[src/rtl/sbox_pkg.sv]
// Shared S-box tables, lookup helper and FSM encoding for the iterative substitution layer.
package sbox_pkg;

    typedef enum logic [1:0] {
        IDLE = 2'd0,
        BUSY = 2'd1,
        DONE = 2'd2
    } fsm_t;

    // Entry x sits at index x; each concatenation lists x=F down to x=0.
    localparam logic [15:0][3:0] SBOX_FWD = {
        4'h2, 4'h1, 4'h7, 4'h4, 4'h8, 4'hF, 4'hE, 4'h3,
        4'hD, 4'hA, 4'h0, 4'h9, 4'hB, 4'h6, 4'h5, 4'hC
    };

    localparam logic [15:0][3:0] SBOX_INV = {
        4'hA, 4'h9, 4'h7, 4'h0, 4'h3, 4'h6, 4'h4, 4'hB,
        4'hD, 4'h2, 4'h1, 4'hC, 4'h8, 4'hF, 4'hE, 4'h5
    };

    function automatic logic [3:0] sbox4(input logic [3:0] x, input logic inv);
        return inv ? SBOX_INV[x] : SBOX_FWD[x];
    endfunction

endpackage

[src/rtl/sbox4_lut.sv]
// Single 4-bit S-box lane. With SBOX_INVERSE_EN defined, inv selects the inverse table;
// otherwise only the forward table exists and inv is ignored.
module sbox4_lut
    import sbox_pkg::*;
(
    input  logic [3:0] nib_in,
    input  logic       inv,
    output logic [3:0] nib_out_c
);

`ifdef SBOX_INVERSE_EN
    assign nib_out_c = sbox4(nib_in, inv);
`else
    logic unused_inv;
    assign unused_inv = inv;
    assign nib_out_c  = SBOX_FWD[nib_in];
`endif

endmodule

[src/rtl/sbox_layer_iter.sv]
// Iterative S-box layer: substitutes LANES nibbles per clock with valid/ready on both sides.
// Optional inverse (decrypt) tables are enabled by defining SBOX_INVERSE_EN.
module sbox_layer_iter
    import sbox_pkg::*;
#(
    parameter int unsigned STATE_W = 64,
    parameter int unsigned LANES   = 4
) (
    input  logic               clk,
    input  logic               rst_n,
    input  logic               in_valid,
    output logic               in_ready,
    input  logic [STATE_W-1:0] in_state,
    input  logic               in_inv,
    output logic               out_valid,
    input  logic               out_ready,
    output logic [STATE_W-1:0] out_state,
    output logic               busy
);

    localparam int unsigned NIB   = STATE_W / 4;
    localparam int unsigned BEATS = NIB / LANES;
    localparam int unsigned CNT_W = (BEATS > 1) ? $clog2(BEATS) : 1;
    localparam int unsigned POS_W = $clog2(STATE_W);

    fsm_t                    state_q, state_d;
    logic [STATE_W-1:0]      work_q, work_d;
    logic [CNT_W-1:0]        cnt_q, cnt_d;
    logic                    inv_q, inv_d;
    logic                    in_ready_q, in_ready_d;
    logic                    out_valid_q, out_valid_d;
    logic                    busy_q, busy_d;
    logic                    last_beat;
    logic [POS_W-1:0]        base;
    logic [LANES-1:0][3:0]   lane_in;
    logic [LANES-1:0][3:0]   lane_out;

    assign last_beat = (cnt_q == CNT_W'(BEATS - 1));
    assign base      = POS_W'(32'(cnt_q) * LANES * 4);

    // Gather the nibbles addressed by the current beat.
    always_comb begin
        lane_in = '0;
        for (int l = 0; l < int'(LANES); l++) begin
            lane_in[l] = work_q[base + POS_W'(l * 4) +: 4];
        end
    end

    for (genvar l = 0; l < LANES; l++) begin : g_lane
        sbox4_lut u_lut (
            .nib_in    (lane_in[l]),
            .inv       (inv_q),
            .nib_out_c (lane_out[l])
        );
    end

    always_ff @(posedge clk or negedge rst_n) begin
        if (!rst_n) begin
            state_q <= IDLE;
        end else begin
            state_q <= state_d;
        end
    end

    always_comb begin
        state_d = state_q;
        case (state_q)
            IDLE:    if (in_valid)  state_d = BUSY;
            BUSY:    if (last_beat) state_d = DONE;
            DONE:    if (out_ready) state_d = IDLE;
            default: state_d = IDLE;
        endcase
    end

    // Datapath updates and registered handshake outputs follow the next state.
    always_comb begin
        work_d      = work_q;
        cnt_d       = cnt_q;
        inv_d       = inv_q;
        in_ready_d  = (state_d == IDLE);
        out_valid_d = (state_d == DONE);
        busy_d      = (state_d != IDLE);
        case (state_q)
            IDLE: begin
                if (in_valid) begin
                    work_d = in_state;
                    inv_d  = in_inv;
                    cnt_d  = '0;
                end
            end
            BUSY: begin
                for (int l = 0; l < int'(LANES); l++) begin
                    work_d[base + POS_W'(l * 4) +: 4] = lane_out[l];
                end
                cnt_d = last_beat ? '0 : cnt_q + 1'b1;
            end
            default: ;
        endcase
    end

    always_ff @(posedge clk or negedge rst_n) begin
        if (!rst_n) begin
            work_q      <= '0;
            cnt_q       <= '0;
            inv_q       <= 1'b0;
            in_ready_q  <= 1'b1;
            out_valid_q <= 1'b0;
            busy_q      <= 1'b0;
        end else begin
            work_q      <= work_d;
            cnt_q       <= cnt_d;
            inv_q       <= inv_d;
            in_ready_q  <= in_ready_d;
            out_valid_q <= out_valid_d;
            busy_q      <= busy_d;
        end
    end

    // in_ready must read low for the whole time reset is asserted.
    assign in_ready  = in_ready_q & rst_n;
    assign out_valid = out_valid_q;
    assign busy      = busy_q;
    assign out_state = work_q;

endmodule

[config.mk]
export PLATFORM = sky130hd
export DESIGN_NAME = sbox_layer_iter
export DESIGN_NICKNAME = d
export VERILOG_FILES = /design/src/rtl/sbox_pkg.sv /design/src/rtl/sbox4_lut.sv /design/src/rtl/sbox_layer_iter.sv
export SDC_FILE = /design/constraint.sdc
export NUM_CORES = 1
export LEC_CHECK = 0
export ABC_CLOCK_PERIOD_IN_PS = 4600
export BUFFER_PORTS_ARGS = -buffer_cell sky130_fd_sc_hd__buf_4
export CAP_MARGIN = 25
export CORE_MARGIN = 8
export CORE_UTILIZATION = 54
export CTS_CLUSTER_SIZE = 28
export DETAILED_ROUTE_END_ITERATION = 6
export PLACE_DENSITY_LB_ADDON = 0.05
export RECOVER_POWER = 25
export SYNTH_ARGS = -nofsm -noshare
export SYNTH_HDL_FRONTEND = slang
export SYNTH_SLANG_ARGS = --single-unit
export TNS_END_PERCENT = 100
[constraint.sdc]
create_clock -name clk -period 4.6 [get_ports clk]
set_input_delay 0.46 -clock clk [delete_from_list [all_inputs] [get_ports clk]]
set_output_delay 0.46 -clock clk [all_outputs]
set_load 0.05 [all_outputs]
==> results by group <==
Run status
  – Outcome: finished, final reports clean

Route
  – Drt total wl: 15.39 mm
  – Vias: 4493
  – Iteration-0 DRC Markers: 264
  – Antenna viol nets, final: 0
  – Drt wl/cell: 21.46 um
  – Vias per cell: 6.266
  – 1st-pass router iterations: 5
  – DRC: 0

Clock network
  – CTS Root Buffer Type: clkbuf_8
  – Worst-path clk slew: 80 ps
  – CTS HTree Levels: 3
  – Post-CTS setup repair buffer count: 0
  – Clk sinks: 71
  – Hold Buf Count CTS: 0
  – CTS tree: done
  – Total CTS buffers: 9
  – Maximum clock insertion buffer count: 2
  – Later-pin clock latency in the skew report: 360 ps
  – Post-CTS Resized: 0

Finish
  – Fin cells: 717
  – Ant diodes: 0
  – Final core occ: 68.74%
  – Nets: 697
  – Layout cells sized above 1: 29.89%
  – Synthesis-to-finish area growth: 26.05%

STA
  – Final period utilization: 64.08%
  – Worst-margin pin slew: 1069 ps
  – RSZ-0062 raised after global routing: false
  – Setup TNS: 0 ps
  – Peak Freq: 339.3 MHz
  – Crit path time final: 2948 ps
  – Final setup viols: 0
  – Slew headroom: 28.70%
  – Slew Viols, Final: 0
  – Clock Skew: 8.866 ps
  – Final hold vios: 0

Yosys
  – Post-Syn Instances: 489
  – Syn_area_per_cell: 9.488 sq um
  – Mapped cell area: 4639 sq um
  – Main synth FF type: dfrtp_1
  – Library cells used by synthesis: 41
  – Sequential share of the synthesized area: 38.32%
  – Syn nets: 582
  – Yosys reg bits: 71
  – Syn. warnings: 0
  – Synth async-reset ratio: 100.0%
  – Number of enable flip-flop cells after synthesis: 0

Floorplanning
  – # IOs: 136
  – Core Area: 8508 sq um
  – Initial Util: 54.53%
  – # rows: 34
  – Die width: 108.7 um
  – Total die area: 11810 sq um
  – Die height: 108.7 um

Place
  – Routability Congestion: 0.8795
  – DP HPWL: 10.84 mm
  – Port buffer count: 134
  – Inst Count DP: 700

Worst setup path
  – Required @ worst endpoint: 4820 ps
  – Crit start category: register
  – Slowest stage delay, CP: 660 ps
  – Crit-path most repeated cell: inv_1
  – Crit-path max FO: 17
  – Worst setup path class: register to register
  – WP data arrival: 3170 ps
  – Critical path, cell by cell: buf_4, mux4_2, inv_1, ha_1, inv_1, mux2i_1, xor2_1, o22ai_1
  – Crit path capture type: register
  – Slowest-stage cell, CP: dfrtp_1

GRT
  – Tot GR Track Use: 26.56%
  – GRT Residual Overflow: 0
  – Largest net degree at the start of global routing: 73
  – Vias in the first global route: 4574
  – First-pass GRT wire length: 24.29 mm
  – Initial antenna violation count: 0

Worst hold path
  – Hold WC Path Type: input pin to async pin

Flow run
  – Max Cap Viol: 0
synthesized netlist by cell type (4+ instances only):
library cell | count | share of area, %
mux4_2 | 13 | 6.3
dfrtp_1 | 70 | 38
buf_2 | 6 | 0.65
inv_1 | 24 | 1.9
mux2i_1 | 25 | 5.4
or2_2 | 5 | 0.67
a21oi_1 | 79 | 8.5
a32oi_1 | 6 | 1.1
ha_1 | 24 | 6.5
a31oi_1 | 4 | 0.54
mux4_1 | 4 | 2.3
a22oi_1 | 8 | 1.3
nand3b_1 | 5 | 0.81
nor2b_1 | 4 | 0.54
nor2_1 | 66 | 5.3
mux2_2 | 4 | 0.97
nand2_1 | 6 | 0.49
nand2b_1 | 7 | 0.94
buf_6 | 4 | 0.97
a21o_1 | 6 | 0.97
clkbuf_1 | 21 | 1.7
o22ai_1 | 48 | 6.5
nor3_1 | 23 | 2.5
buf_1 | 4 | 0.32
cells by family (layout without fill, tap and decap cells):
group                      after synthesis  count (layout)  share of synthesized area, %
AOI/OAI and AO/OA                      156             156                         19.80
xor gates and xnor gates                 4               4                        0.7553
adders and majority gates               24              24                         6.473
buffers and inverters                   62             182                         6.338
DFF                                     71              71                         38.32
muxes                                   47              47                         15.43
and+or+nand+nor                        125             125                         12.89
cell usage in the layout (no fill, tap or decap), types with 6 or more instances in the layout:
cell,n
nor2_1,66
nor3_1,23
clkbuf_8,12
mux4_2,13
a32oi_1,6
a21o_1,6
nand2_1,6
nand2b_1,6
buf_4,142
inv_1,24
a21oi_1,79
o22ai_1,48
ha_1,24
mux2i_1,25
dfrtp_1,70
a22oi_1,8
worst paths after layout:
| check | cells past startpoint | start | slack (ps) | endpoint |
|---|---|---|---|---|
| max | 8 | cnt_q[0]$_DFFE_PN0P_ | 1650 | out_state[36]$_DFFE_PN0P_ |
| min in group clk | 3 | in_state[60] | 360 | out_state[60]$_DFFE_PN0P_ |
| min reg2reg | 2 | out_state[39]$_DFFE_PN0P_ | 550 | out_state[39]$_DFFE_PN0P_ |
| min | 1 | rst_n | 240 | out_state[63]$_DFFE_PN0P_ |
| max in group asynchronous | 1 | rst_n | 3770 | out_state[38]$_DFFE_PN0P_ |
| max reg2reg | 8 | cnt_q[0]$_DFFE_PN0P_ | 1650 | out_state[36]$_DFFE_PN0P_ |
stage by stage:
step | setup WS, ps | area, sq um | hold WS (ps)
floorplan | 2100 | 4639 | 164.4
global placement | 1705 | 5632 | 533.6
detailed placement | 1669 | 5632 | 538.9
CTS | 1648 | 5841 | 275.0
global route | 1472 | 5848 | 308.3
finish | 1652 | 5848 | 238.3
state kept, by name, summed over array words and instances, names as in the netlist:
name / count
cnt_q: 2
in_ready_q: 1
out_state: 64
state_q: 2
out_valid: 1
busy: 1
layer usage:
layer  routed length [um]  GRT usage [%]  up-vias  share of wire [%]
met5                    0              0        -                  0
met4                  386          10.65        0                2.5
met3                 1695          7.742       39                 11
met2                 6931          40.63      270                 45
met1                 6372          34.75     2165                 41
li1                     -              -     2019                  -
worst max-delay path, delay by kind of cell, from the launching register on:
kind	cells	cell delay [ps]
flip-flops	1	660
buffers and inverters	3	580
XOR/XNOR	1	400
AO/OA/AOI/OAI	1	170
multiplexers	2	730
adder cells (fa/ha/maj)	1	250
layout make-up:
type / count / area, sq um
clock buffer: 13 / 168.9
tap: 108 / 135.1
sequential: 71 / 1778
inverter: 24 / 90.09
clock inverter: 3 / 40.04
fill: 689 / 2660
timing repair buffer: 142 / 1066
multi-input combinational: 356 / 2570
Power is left out: the tool's default activity adds up to more than one toggle a clock period on the data nets, which glitch-free logic cannot reach.
